**config.mk**
```make
export PLATFORM = sky130hd
export DESIGN_NAME = bus_uart_tx
export DESIGN_NICKNAME = d
export VERILOG_FILES = /design/src/rtl/bus_uart_tx.sv
export SDC_FILE = /design/constraint.sdc
export NUM_CORES = 1
export LEC_CHECK = 0
export CAP_MARGIN = 10
export CORE_ASPECT_RATIO = 1.75
export CORE_MARGIN = 5
export CORE_UTILIZATION = 40
export CTS_CLUSTER_SIZE = 8
export DETAILED_ROUTE_END_ITERATION = 7
export GPL_ROUTABILITY_DRIVEN = 0
export PLACE_DENSITY = 0.63
export SETUP_SLACK_MARGIN = 0.5
export SLEW_MARGIN = 15
export SYNTH_ARGS = -nofsm -noshare
export SYNTH_HDL_FRONTEND = slang
export SYNTH_SLANG_ARGS = --single-unit
```
**constraint.sdc**
```tcl
create_clock -name clk -period 8.5 [get_ports clk]
set_clock_uncertainty 0.2 [all_clocks]
set_input_delay 2.125 -clock clk [delete_from_list [all_inputs] [get_ports clk]]
set_output_delay 2.125 -clock clk [all_outputs]
set_load 0.005 [all_outputs]
```
**src/rtl/bus_uart_tx.sv**
```systemverilog
// Bus-mapped UART transmitter: CPU register file, TX FIFO and 8N1 serializer.
// Bit period is PRESCALE*(DIV+1) clk; a new divisor is picked up only at a bit boundary.
module bus_uart_tx #(
  parameter int         PRESCALE  = 16,
  parameter logic [7:0] DIV_RESET = 8'd26,
  parameter int         FIFO_BITS = 4
) (
  input  logic       clk,
  input  logic       reset,
  input  logic       clken,
  input  logic       cs,
  input  logic [1:0] rs,
  input  logic       we,
  input  logic [7:0] din,
  output logic [7:0] dout,
  output logic       txd,
  output logic       irq
);

  localparam int                 DEPTH    = 1 << FIFO_BITS;
  localparam logic [FIFO_BITS:0] DEPTH_C  = (FIFO_BITS + 1)'(DEPTH);
  localparam int                 PW       = (PRESCALE > 1) ? $clog2(PRESCALE) : 1;
  localparam logic [PW-1:0]      PRE_LAST = PW'(PRESCALE - 1);

  typedef enum logic [1:0] {S_IDLE, S_START, S_DATA, S_STOP} state_t;

  state_t               r_state;
  state_t               w_state_nxt;
  logic [7:0]           r_mem [DEPTH];
  logic [FIFO_BITS-1:0] r_wptr;
  logic [FIFO_BITS-1:0] r_rptr;
  logic [FIFO_BITS:0]   r_count;
  logic                 r_ovf;
  logic                 r_tx_en;
  logic                 r_irq_en;
  logic [7:0]           r_div;
  logic [7:0]           r_div_bit;
  logic [PW-1:0]        r_pre;
  logic [7:0]           r_divcnt;
  logic [7:0]           r_shift;
  logic [2:0]           r_bitcnt;
  logic                 r_txd;
  logic                 r_irq;
  logic [7:0]           r_dout;

  logic       w_acc;
  logic       w_wr;
  logic       w_rd;
  logic       w_empty;
  logic       w_full;
  logic       w_push;
  logic       w_pop;
  logic       w_busy;
  logic       w_pre_wrap;
  logic       w_bit_end;
  logic [7:0] w_status;
  logic [7:0] w_rdata;

  assign w_acc      = cs && clken;
  assign w_wr       = w_acc && we;
  assign w_rd       = w_acc && !we;
  assign w_empty    = (r_count == '0);
  assign w_full     = (r_count == DEPTH_C);
  assign w_push     = w_wr && (rs == 2'd0) && !w_full;
  assign w_busy     = (r_state != S_IDLE);
  assign w_pre_wrap = (r_pre == PRE_LAST);
  assign w_bit_end  = w_pre_wrap && (r_divcnt == r_div_bit);
  assign w_status   = {r_irq, 3'b000, r_ovf, w_busy, w_full, w_empty};

  assign dout = r_dout;
  assign txd  = r_txd;
  assign irq  = r_irq;

  always_comb begin
    w_rdata = 8'h00;
    case (rs)
      2'd1:    w_rdata = w_status;
      2'd2:    w_rdata = {6'b0, r_irq_en, r_tx_en};
      2'd3:    w_rdata = r_div;
      default: w_rdata = 8'h00;
    endcase
  end

  always_comb begin
    w_state_nxt = r_state;
    w_pop       = 1'b0;
    case (r_state)
      S_IDLE: begin
        if (r_tx_en && !w_empty) begin
          w_state_nxt = S_START;
          w_pop       = 1'b1;
        end
      end
      S_START: if (w_bit_end) w_state_nxt = S_DATA;
      S_DATA:  if (w_bit_end && (r_bitcnt == 3'd7)) w_state_nxt = S_STOP;
      S_STOP:  if (w_bit_end) w_state_nxt = S_IDLE;
      default: w_state_nxt = S_IDLE;
    endcase
  end

  always_ff @(posedge clk) begin
    if (reset) r_state <= S_IDLE;
    else       r_state <= w_state_nxt;
  end

  // Storage has no reset; emptiness is tracked by the pointers and count alone.
  always_ff @(posedge clk) begin
    if (w_push) r_mem[r_wptr] <= din;
  end

  always_ff @(posedge clk) begin
    if (reset) begin
      r_wptr  <= '0;
      r_rptr  <= '0;
      r_count <= '0;
    end else begin
      if (w_push) r_wptr <= r_wptr + 1'b1;
      if (w_pop)  r_rptr <= r_rptr + 1'b1;
      case ({w_push, w_pop})
        2'b10:   r_count <= r_count + 1'b1;
        2'b01:   r_count <= r_count - 1'b1;
        default: r_count <= r_count;
      endcase
    end
  end

  always_ff @(posedge clk) begin
    if (reset) begin
      r_ovf    <= 1'b0;
      r_tx_en  <= 1'b1;
      r_irq_en <= 1'b0;
      r_div    <= DIV_RESET;
      r_dout   <= 8'h00;
      r_irq    <= 1'b0;
    end else begin
      if (w_wr) begin
        case (rs)
          2'd0: if (w_full) r_ovf <= 1'b1;
          2'd1: r_ovf <= 1'b0;
          2'd2: begin
            r_tx_en  <= din[0];
            r_irq_en <= din[1];
          end
          default: r_div <= din;
        endcase
      end
      if (w_rd) r_dout <= w_rdata;
      r_irq <= r_irq_en && w_empty && !w_busy;
    end
  end

  // The divisor is latched per bit, so a DIV write mid-bit only affects later bits.
  always_ff @(posedge clk) begin
    if (reset) begin
      r_pre     <= '0;
      r_divcnt  <= 8'h00;
      r_div_bit <= 8'h00;
    end else if (r_state == S_IDLE) begin
      r_pre     <= '0;
      r_divcnt  <= 8'h00;
      r_div_bit <= r_div;
    end else if (w_bit_end) begin
      r_pre     <= '0;
      r_divcnt  <= 8'h00;
      r_div_bit <= r_div;
    end else if (w_pre_wrap) begin
      r_pre    <= '0;
      r_divcnt <= r_divcnt + 1'b1;
    end else begin
      r_pre <= r_pre + 1'b1;
    end
  end

  always_ff @(posedge clk) begin
    if (reset) begin
      r_txd    <= 1'b1;
      r_shift  <= 8'h00;
      r_bitcnt <= 3'd0;
    end else begin
      case (r_state)
        S_IDLE: begin
          if (w_pop) begin
            r_shift  <= r_mem[r_rptr];
            r_bitcnt <= 3'd0;
            r_txd    <= 1'b0;
          end
        end
        S_START: begin
          if (w_bit_end) begin
            r_txd   <= r_shift[0];
            r_shift <= {1'b0, r_shift[7:1]};
          end
        end
        S_DATA: begin
          if (w_bit_end) begin
            if (r_bitcnt == 3'd7) begin
              r_txd <= 1'b1;
            end else begin
              r_txd    <= r_shift[0];
              r_shift  <= {1'b0, r_shift[7:1]};
              r_bitcnt <= r_bitcnt + 1'b1;
            end
          end
        end
        default: r_txd <= 1'b1;
      endcase
    end
  end

endmodule

```
# After elaboration in Yosys (flattened, before gate mapping)
# Memories as Yosys holds them, arrays and structs flattened. A register that Yosys moved wholly into a read port is not among the register bits.
# Index checks and enable logic that the tools add are counted.
[totals]
register_bits = 67
ram_bits = 128
inputBits = 15
output_inout_bits = 10
word_cells = 109
mem_count = 1
[memory_table]
columns = ["name", "words", "word_bits", "rd", "rd_ports_with_merged_regs", "wr", "line", "rtl"]
rows = [
  ["r_mem", 16, 8, 1, 1, 1, "29", "logic [7:0] r_mem [DEPTH];"],
]
[op_classes]
addsub = 7
n_eq_ne = 20
mux = 31
bitwise_logic = 1
reduce_logical = 33
[op_table]
columns = ["op", "n"]
rows = [
  ["$mux 8", 6],
  ["$pmux 8 s3", 2],
  ["$ne 2x2->1 const B", 8],
  ["$add 4x1->4 const B", 3],
  ["$eq 2x2->1 const B", 5],
  ["$logic_and 1x1->1", 10],
  ["$pmux 5 s2", 1],
  ["$reduce_bool 2->1", 5],
  ["$mux 1", 9],
  ["$mux 3", 3],
  ["$add 8x1->8 const B", 1],
  ["$eq 8x8->1", 1],
  ["$mux 2", 4],
  ["$mux 4", 2],
  ["$pmux 2 s4", 1],
  ["$reduce_and 4->1", 2],
  ["$eq 2x1->1 const B", 3],
  ["$pmux 3 s2", 1],
  ["$reduce_and 3->1", 2],
  ["$reduce_or 3->1", 2],
  ["$add 5x1->5 const B", 1],
  ["$eq 5x5->1 const B", 1],
  ["$logic_not 5->1", 1],
  ["$reduce_and 5->1", 1],
  ["12 further kinds", 17],
]

# Logic depth before layout (Yosys ltp)
# Gate-level depths: netlist of the first run.
[depth]
ltp_word = 7
ltp_mapped = 12
mapped_depth_nobuf = 10

# Worst setup path after synthesis of the first run
# No wires, ideal clock.
[synth_timing]
path_kind = "input to register"
start = "in cs"
end = "reg r_count[4]"
setup_ns = 0.134
arrival_ns = 4.481
t_required_ns = 8.166
setup_slack_ns = 3.685
path_stages = 11
n_path_buf = 1
cell_sequence = "nand3_1 -> a2111oi_2 -> inv_1 -> ha_1 -> buf_2 -> xor2_1 -> ha_1 -> inv_1 -> a21oi_1 -> a211oi_1 -> or4b_1"
[synth_between]
elab_chain_cells = 6
word_cells_on_any_way = 8
cone_classes = "eq/ne: 2; mux: 1; reduce/logical: 5"
[synth_lines]
columns = ["item", "line", "rtl"]
rows = [
  ["from (decl)", "11", "input logic cs,"],
  ["$logic_and 1x1->1 (*)", "59", "assign w_acc = cs && clken;"],
  ["$logic_and 1x1->1 (*)", "60", "assign w_wr = w_acc && we;"],
  ["$logic_and 1x1->1 (*) (2 in series)", "64", "assign w_push = w_wr && (rs == 2'd0) && !w_full;"],
  ["$eq 2x1->1 / $eq 2x2->1 (equally long branches)", "119", "case ({w_push, w_pop})"],
  ["$pmux 5 s2 / $reduce_bool 2->1 (equally long branches)", "--", ""],
  ["to (signal assigned)", "120", "2'b10: r_count <= r_count + 1'b1;"],
  ["to (signal assigned)", "121", "2'b01: r_count <= r_count - 1'b1;"],
  ["to (signal assigned)", "122", "default: r_count <= r_count;"],
  ["to (decl)", "32", "logic [FIFO_BITS:0] r_count;"],
]
# Mark *: on every way between the ends. The rest lies on a longest branch, timed or not.
# A chain may end at the register's enable or synchronous reset.

# Final worst setup path of the first run
[layout_timing]
start = "in rs[1]"
end = "reg r_count[4]"
[layout_between]
elab_chain_cells = 5
word_cells_on_any_way = 7
cone_classes = "eq/ne: 2; mux: 1; reduce/logical: 4"
[layout_lines]
columns = ["item", "line", "rtl"]
rows = [
  ["from (decl)", "12", "input logic [1:0] rs,"],
  ["$logic_not 2->1 (*)", "64", ""],
  ["$logic_and 1x1->1 (*) (2 in series)", "64", ""],
  ["$eq 2x1->1 / $eq 2x2->1 (equally long branches)", "119", ""],
  ["$pmux 5 s2 / $reduce_bool 2->1 (equally long branches)", "--", ""],
]
# Marked as above.

==> impl_results.md, run 1 <==
* Layout cells sized above 1 at 14.5%
* P per Cell Area at 264 nW/um^2
* DRT antenna net count at 0
* Clk sink count at 199
* DRT Wirelength at 17,700 um
* Tmin final at 5.45 ns
* Setup TNS at 0 ns
* Critical path startpoint category: input port
* Asr flop ratio synth at 0%
* Synth Warn # at 0
* Grt ovf at 0
* RSZ-0062 raised after global routing: no
* Vias in the first global route at approximately 5.1k
* Port Buf Inserts at 24
* Antenna violations before repair at 0
* Num CTS Buffers at 17
* Core area at 20,800 um^2
* Root buffer cell: clkbuf_16
* Number of flops mapped to enable cells by yosys at 128
* Final Net Count at 631
* I/O pin count at 25
* CP Data Arrival Time at approximately 5.6 ns
* Avg Inst Size Synth at 14.2 um^2
* H-tree lvl count at 4
* Mapped Cells at between 500 and 600
* Fmax achieved at 183 MHz
* Starting density of the core at 40.3%
* Synth Flop Type: edfxtp_1
* Via-to-Cell Ratio at 5.55
* Slew Limit Fails at 0
* Vias at around 4.8k
* Final setup margin at 3.05 ns
* FP Rows at 70
* # DRC at 0
* HPWL after DPL at 12,200 um
* Slew headroom at 23.4%
* CP Max Fanout at 16
* Post-Syn Area at 8370 um^2
* TritonCTS clock tree: done
* Seq/Total Area, Yosys at 62.9%
* Slew @ Worst Pin at 1.14 ns
* Netlist cell types at 58
* Routed wire length per instance at 20.5 um
* Syn Nets at 621
* Antenna diode count at 0
* DRT iter0 DRCs at 230
* Final setup fails at 0
* WP data required at around 8.6 ns
* Status: complete, no violations
* Die Width at about 120 um
* TritonRoute pass-1 iters at 4
* First-pass GRT wire length at 28,500 um
* Hold WS at 0.259 ns
* Setup Buffers After CTS at 0
* # resized after CTS at 0
* Maximum VDD drop at 0.130 mV
* Clk buf depth at 2
* Hold Fails Final Rpt at 0
* Placed inst area at 8750 um^2
* Die H at 201 um
* Static Leak at 3.07 nW
* Commonest non-fill, non-tap cell in the layout: edfxtp_1
* Commonest cells after routing, fill and taps aside: edfxtp_1 (128), dfxtp_1 (70), nor2_1 (62)
* Clock slew at reported path FFs at 0.08 ns
* Post-layout instance area at roughly 9400 um^2
* Largest net degree at the start of global routing at 50
* Fin crit share at 64.1%
* Maxcap violations at 0
* Layout Area Growth over Synthesis at 12.1%
* Setup crit end kind: flip-flop
* Hold_buf cts at 0
* Setup CP Type: input port to flip-flop
* Place WS at 2.68 ns
* Power consumption at 0.00248 W
* Clock latency on the worst-skew pair at 0.44 ns
* Overall routing resource usage at between 10% and 20%
* Worst min-delay path category: flip-flop to flip-flop
* Die footprint at 24,000 um^2
* Yosys reg bits at 199
-- registers in the layout (all words and copies together) (netlist names), named ones only --
name	cells
r_ovf	1
r_state	2
r_div	8
r_bitcnt	3
r_div_bit	8
irq	1
r_shift	8
r_tx_en	1
dout	8
r_irq_en	1
r_wptr	4
r_count	5
r_rptr	4
r_divcnt	8
txd	1
r_pre	4
r_mem	128
-- final cells by class --
cell class / instances / area [um^2]
timing repair buffer: 28 / 265
tap: 252 / 315
sequential: 199 / 5270
clock buffer: 20 / 479
multi-input combinational: 344 / 2880
clock inverter: 12 / 148
inverter: 10 / 37.5
fill: 1805 / 11400
-- worst paths after layout --
| kind | startpoint | to | slack [ns] | cells after the start |
|---|---|---|---|---|
| worst max-delay path | rs[1] | r_count[4] | 3.05 | 9 |
| worst min-delay path | r_irq_en | irq | 0.26 | 2 |
| worst max register to register | r_count[2] | r_count[4] | 4.74 | 9 |
| worst min register to register | r_irq_en | irq | 0.26 | 2 |
-- metrics by stage --
stage,util (%),cells
2_1_floorplan,-,590
3_3_place_gp,42.2,833
3_5_place_dp,42.2,833
4_1_cts,45.2,865
5_1_grt,45.2,865
6_report,45.2,865
-- cell usage after synthesis, types with 3 or more instances --
library cell | instances | share of area, %
nor2_1 | 62 | 2.8
nand2b_1 | 4 | 0.30
xor2_1 | 15 | 1.6
a221o_1 | 7 | 0.84
buf_6 | 6 | 0.81
o21ai_0 | 5 | 0.30
a21oi_1 | 11 | 0.66
mux4_2 | 32 | 8.6
nand4_1 | 8 | 0.60
mux2i_1 | 37 | 4.4
nor3_1 | 16 | 0.96
clkbuf_1 | 22 | 0.99
dfxtp_1 | 71 | 17
mux2_2 | 10 | 1.3
nor4_1 | 5 | 0.37
and3_1 | 5 | 0.37
inv_1 | 10 | 0.45
o211ai_1 | 3 | 0.27
xnor2_1 | 12 | 1.3
a211oi_1 | 4 | 0.36
nand2_1 | 32 | 1.4
buf_2 | 7 | 0.42
nand3_1 | 12 | 0.72
edfxtp_1 | 128 | 46
o311ai_0 | 4 | 0.42
ha_1 | 16 | 2.4
a31oi_1 | 3 | 0.22
nor2b_1 | 3 | 0.22
-- metal layers --
metal	global-route usage [%]	wire length [um]	up-vias
met3	3.29	613	28
li1	-	-	2247
met1	16.3	6330	2416
met5	0	0	-
met2	29.4	10200	113
met4	6.68	574	0
-- cells by family after synthesis --
kind of cell	after synthesis	share of synthesized area [%]
AND/OR/NAND/NOR	164	9.34
XOR/XNOR	27	2.83
AO/OA/AOI/OAI	58	5.29
buffers and inverters	47	2.87
adder cells (fa/ha/maj)	16	2.39
multiplexers	79	14.4
flip-flops	199	62.9
-- power breakdown --
| part | switching [W] | internal, W | total (W) | leakage [nW] |
|---|---|---|---|---|
| Clock | 0.000390 | 0.000456 | 0.000846 | 0.305 |
| Combinational | 0.000296 | 0.000235 | 0.000531 | 1.04 |
| Sequential | 0.0000334 | 0.00106 | 0.00110 | 1.73 |
| Total | 0.000720 | 0.00176 | 0.00248 | 3.07 |
-- worst max-delay path, stage by stage --
cell and delay, ns:
clkdlybuf4s50_1 0.69, a2111oi_2 1.05, inv_1 0.11, ha_1 0.36
ha_1 0.38, nand2_1 0.07, a21oi_1 0.20, a211oi_1 0.07
or4b_1 0.51
Power figures use the tool's default switching activity.
==> inputs of run 2 (changes only) <==
Clock period 8.5 ns to 5.7 ns, I/O delays scaled along.
==> impl_results.md, run 2 (synthesized netlist as in run 1, its figures left out) <==
* FP Rows at 70
* Setup Buffers After CTS at 0
* Clk sink count at about 200
* Static Leak at 3.08 nW
* Setup crit end kind: flip-flop
* Maximum VDD drop at between 0.2 and 0.25 mV
* Slew Limit Fails at 0
* I/O pin count at 25
* Overall routing resource usage at 15.1%
* Vias at 4,777
* Starting density of the core at 40.3%
* WP data required at 5.81 ns
* Port Buf Inserts at 24
* Util after Layout at between 40% and 50%
* # resized after CTS at 0
* Number of flip-flops in the largest register at approximately 130
* Worst reg2reg setup slack at roughly 2.3 ns
* Reg2Reg Depth at 11
* Root buffer cell: clkbuf_16
* CP Max Fanout at 16
* DRT Wirelength at 17,400 um
* Grt ovf at 0
* Slew @ Worst Pin at ~1 ns
* # DRC at 0
* Die footprint at 24,000 um^2
* Crit path to: r_count[4]
* P per Cell Area at 382 nW/um^2
* Maxcap violations at 0
* Routed wire length per instance at 20.0 um
* Commonest non-fill, non-tap cell in the layout: edfxtp_1
* Crit. Startpoint: rs[1]
* RSZ-0062 raised after global routing: no
* Commonest cells after routing, fill and taps aside: edfxtp_1 (128), dfxtp_1 (70), nor2_1 (62)
* H-tree lvl count at 4
* Filler cell count in the final layout at between 1.5k and 2k
* Final Net Count at 637
* Antenna violations before repair at 2
* Fmax achieved at 238 MHz
* FF-to-FF End: r_count[4]
* Die H at 201 um
* Hold_buf cts at 0
* Critical path startpoint category: input port
* Via-to-Cell Ratio at 5.47
* Num CTS Buffers at 17
* Layout Area Growth over Synthesis at 12.0%
* Core area at about 21,000 um^2
* Clock slew at reported path FFs at 0.08 ns
* Worst min-delay path category: flip-flop to flip-flop
* TritonRoute pass-1 iters at 5
* Hold Fails Final Rpt at 0
* FF-to-FF Start: r_count[1]
* First-pass GRT wire length at 28,000 um
* Status: complete, no violations
* Final setup fails at 0
* Tmin final at 4.20 ns
* Layout cells sized above 1 at 15.3%
* Fin crit share at approximately three quarters
* Setup TNS at 0 ns
* Clk buf depth at 2
* Die Width at 119 um
* DRT antenna net count at 0
* Clock latency on the worst-skew pair at approximately 0.43 ns
* Slew headroom at between 30% and 40%
* DRT iter0 DRCs at 216
* HPWL after DPL at 12,300 um
* Vias in the first global route at between 5k and 6k
* CP Data Arrival Time at 4.31 ns
* TritonCTS clock tree: done
* Top reg by flops: r_mem
* Setup CP Type: input port to flip-flop
* Largest net degree at the start of global routing at 50
run 2: layer usage:
| layer | track usage [%] | vias up | wire (um) |
|---|---|---|---|
| li1 | - | 2270 | - |
| met1 | 16.0 | 2408 | 6510 |
| met5 | 0 | - | 0 |
| met3 | 2.62 | 25 | 315 |
| met4 | 6.76 | 0 | 467 |
| met2 | 28.7 | 74 | 10100 |
run 2: worst min path at each step:
stage                     cells after the start         from          end
after global routing                          2     r_irq_en          irq
after detailed placement                      2      dout[7]      dout[7]
after global placement                        1     r_pre[0]     r_pre[0]
after CTS                                     2  r_bitcnt[2]  r_bitcnt[2]
after floorplan                               2     r_irq_en          irq
final                                         2      dout[7]      dout[7]
run 2: where the power goes:
group	switching [W]	leakage, nW	internal (W)	total (W)
clock network	0.000565	0.289	0.000593	0.00116
logic	0.000416	1.06	0.000352	0.000769
registers	0.0000629	1.73	0.00159	0.00165
total	0.00104	3.08	0.00253	0.00358
run 2: cell type report:
cell class	instances	area [um^2]	share of cell area, %
timing repair buffer	34	310	3.31
clock buffer	18	439	4.68
clock inverter	14	133	1.41
antenna	2	5.00	0.0534
tap	252	315	3.36
multi-input combinational	344	2870	30.6
sequential	199	5270	56.2
inverter	10	37.5	0.400
run 2: per-stage QoR:
step	worst slack [ns]	instance area [um^2]	total power, W	hold slack (ns)	std cells
3_5_place_dp	1.07	8790	0.00245	0.251	839
3_3_place_gp	1.18	8790	0.00242	0.241	839
5_1_grt	1.31	9380	0.00376	0.280	873
2_1_floorplan	1.58	8370	0.00229	0.224	590
6_report	1.50	9380	0.00358	0.263	873
4_1_cts	1.53	9370	0.00361	0.266	871
run 2: critical path, cell delays in order:
cell and delay [ns]:
clkdlybuf4s50_1 0.68, a2111oi_2 0.39, buf_4 0.24, inv_1 0.06, ha_1 0.32, ha_1 0.38, nand2_1 0.06, a21oi_1 0.18
a211oi_1 0.07, or4b_1 0.51
==> inputs of run 3 (changes only) <==
Settings changed: PLACE_DENSITY 0.63 to 0.65.
Clock period 5.7 ns to 3.7 ns, I/O delays scaled along.
==> impl_results.md, run 3 (synthesized netlist as in run 1, its figures left out) <==
* Setup TNS at 0 ns
* Crit path cell chain: clkdlybuf4s50_1 > a2111oi_4 > inv_1 > ha_4 > buf_12 > buf_4 > and3_2 > o21a_1 > or4b_1
* TritonRoute pass-1 iters at 4
* Tmin final at 3.10 ns
* Routed wire length per instance at just under 20 um
* DRT Wirelength at 17,400 um
* H-tree lvl count at 4
* P per Cell Area at 592 nW/um^2
* Hold Fails Final Rpt at 0
* Clock latency on the worst-skew pair at between 0.4 and 0.5 ns
* Commonest cells after routing, fill and taps aside: edfxtp_1 (128), dfxtp_1 (70), nor2_1 (62)
* Top reg by flops: r_mem
* First-pass GRT wire length at 28,100 um
* Worst min-delay path category: flip-flop to flip-flop
* Status: complete, no violations
* # DRC at 0
* Largest net degree at the start of global routing at 36
* Num CTS Buffers at 17
* Reg2Reg Depth at 8
* Grt ovf at 0
* Antenna violations before repair at 0
* FP Rows at 70
* Final setup fails at 0
* Slew @ Worst Pin at 1.03 ns
* Layout Area Growth over Synthesis at 15.8%
* Hold Path Origin: r_irq_en
* CP Max Fanout at 4
* FF-to-FF Start: r_count[1]
* Maximum VDD drop at slightly above 0.3 mV
* CP Data Arrival Time at 3.21 ns
* Commonest non-fill, non-tap cell in the layout: edfxtp_1
* Slew headroom at between 30% and 40%
* Overall routing resource usage at 15.1%
* Maxcap violations at 0
* Antenna diode count at 0
* Crit. Startpoint: rs[0]
* Die Width at 119 um
* Die footprint at approximately 24,000 um^2
* Root buffer cell: clkbuf_16
* WP buf/inv at 4
* Via-to-Cell Ratio at 5.49
* Slowest-stage cell, CP: or4b_1
* Critical path startpoint category: input port
* Port Buf Inserts at 24
* Post-layout instance area at approximately 9700 um^2
* Starting density of the core at a little over 40%
* DRT iter0 DRCs at 270
* Setup crit end kind: flip-flop
* Delay-heaviest family, CP: buffers and inverters
* Clk sink count at 199
* Static Leak at 3.25 nW
* DRT antenna net count at 0
* Critical Path Stages at 9
* I/O pin count at 25
* Layout cells sized above 1 at 19.5%
* WHS Path Cells at 2
* Final Net Count at 664
* Vias in the first global route at around 5.2k
* Number of flip-flops in the largest register at 128
* HPWL after DPL at 12,300 um
* Vias at 4,928
* Clk buf depth at 2
* Setup CP Type: input port to flip-flop
* WP data required at 3.81 ns
* Core area at 20,800 um^2
* Slowest cell delay on critical path at roughly 0.5 ns
* Placed inst area at around 9000 um^2
* RSZ-0062 raised after global routing: no
* Die H at 201 um
* Clock slew at reported path FFs at 0.07 ns
* Fin crit share at 83.9%
* Fmax achieved at around 320 MHz
* TritonCTS clock tree: done
* Slew Limit Fails at 0
==> run 3: cell types whose count changed in the layout (fill, tap and decap cells not counted), moves of 3 or more <==
cell	delta
inv_4	-3
ha_1	-3
buf_4	+25
clkbuf_1	+3
dlymetal6s2s_1	+3
clkdlybuf4s50_1	-3
==> run 3: area by class of cell <==
type,instances,area [um^2]
Fill cell,1759,11100
Sequential cell,199,5270
Multi-Input combinational cell,344,2930
Timing Repair Buffer,61,546
Clock buffer,21,450
Tap cell,252,315
Clock inverter,11,144
Inverter,10,37.5
==> run 3: routing by layer <==
layer	track usage, %	up-vias	wire length (um)	share of wire (%)
li1	-	2324	-	-
met1	15.9	2457	6550	38
met2	28.5	109	9750	56
met3	2.47	38	440	2.5
met4	7.58	0	650	3.7
met5	0	-	0	0
==> run 3: power breakdown <==
| part | leakage (nW) | total [W] | switching, W | internal (W) |
|---|---|---|---|---|
| Sequential | 1.73 | 0.00253 | 0.0000820 | 0.00245 |
| Combinational | 1.24 | 0.00136 | 0.000705 | 0.000656 |
| Clock | 0.283 | 0.00185 | 0.000814 | 0.00103 |
==> run 3: timing repair <==
action | 4_1_cts | 5_1_grt
pin swaps | 0 | 4
gates resized for setup | 1 | 9
setup buffers | 0 | 4
hold buffers | 0 | 0
setup endpoints to repair | 1 | 2
==> run 3: path summary, 6_finish.rpt <==
kind / to / slack, ns
setup / recovery: r_count[4] / 0.60
hold / removal: irq / 0.26
setup reg to reg: r_count[4] / 0.64
hold reg to reg: irq / 0.26
==> run 3: worst reg2reg max path, delay by kind of cell (launching register included) <==
family | cells | cell delay [ns]
simple gates | 3 | 1.27
compound gates | 2 | 0.53
flops | 1 | 0.42
fa+ha+maj | 1 | 0.26
buf+inv | 2 | 0.25
==> run 3: per-stage QoR <==
stage                     worst slack (ns)  power (W)  std cells  hold WS (ns)  util, %
after floorplan                      0.422    0.00354        590         0.224        -
after global placement               0.102    0.00377        862         0.240     43.4
after detailed placement            0.0340    0.00383        862         0.243     43.4
after CTS                            0.548    0.00568        894         0.258     46.2
after global routing                 0.501    0.00601        898         0.270     46.7
final                                0.597    0.00574        898         0.259     46.7
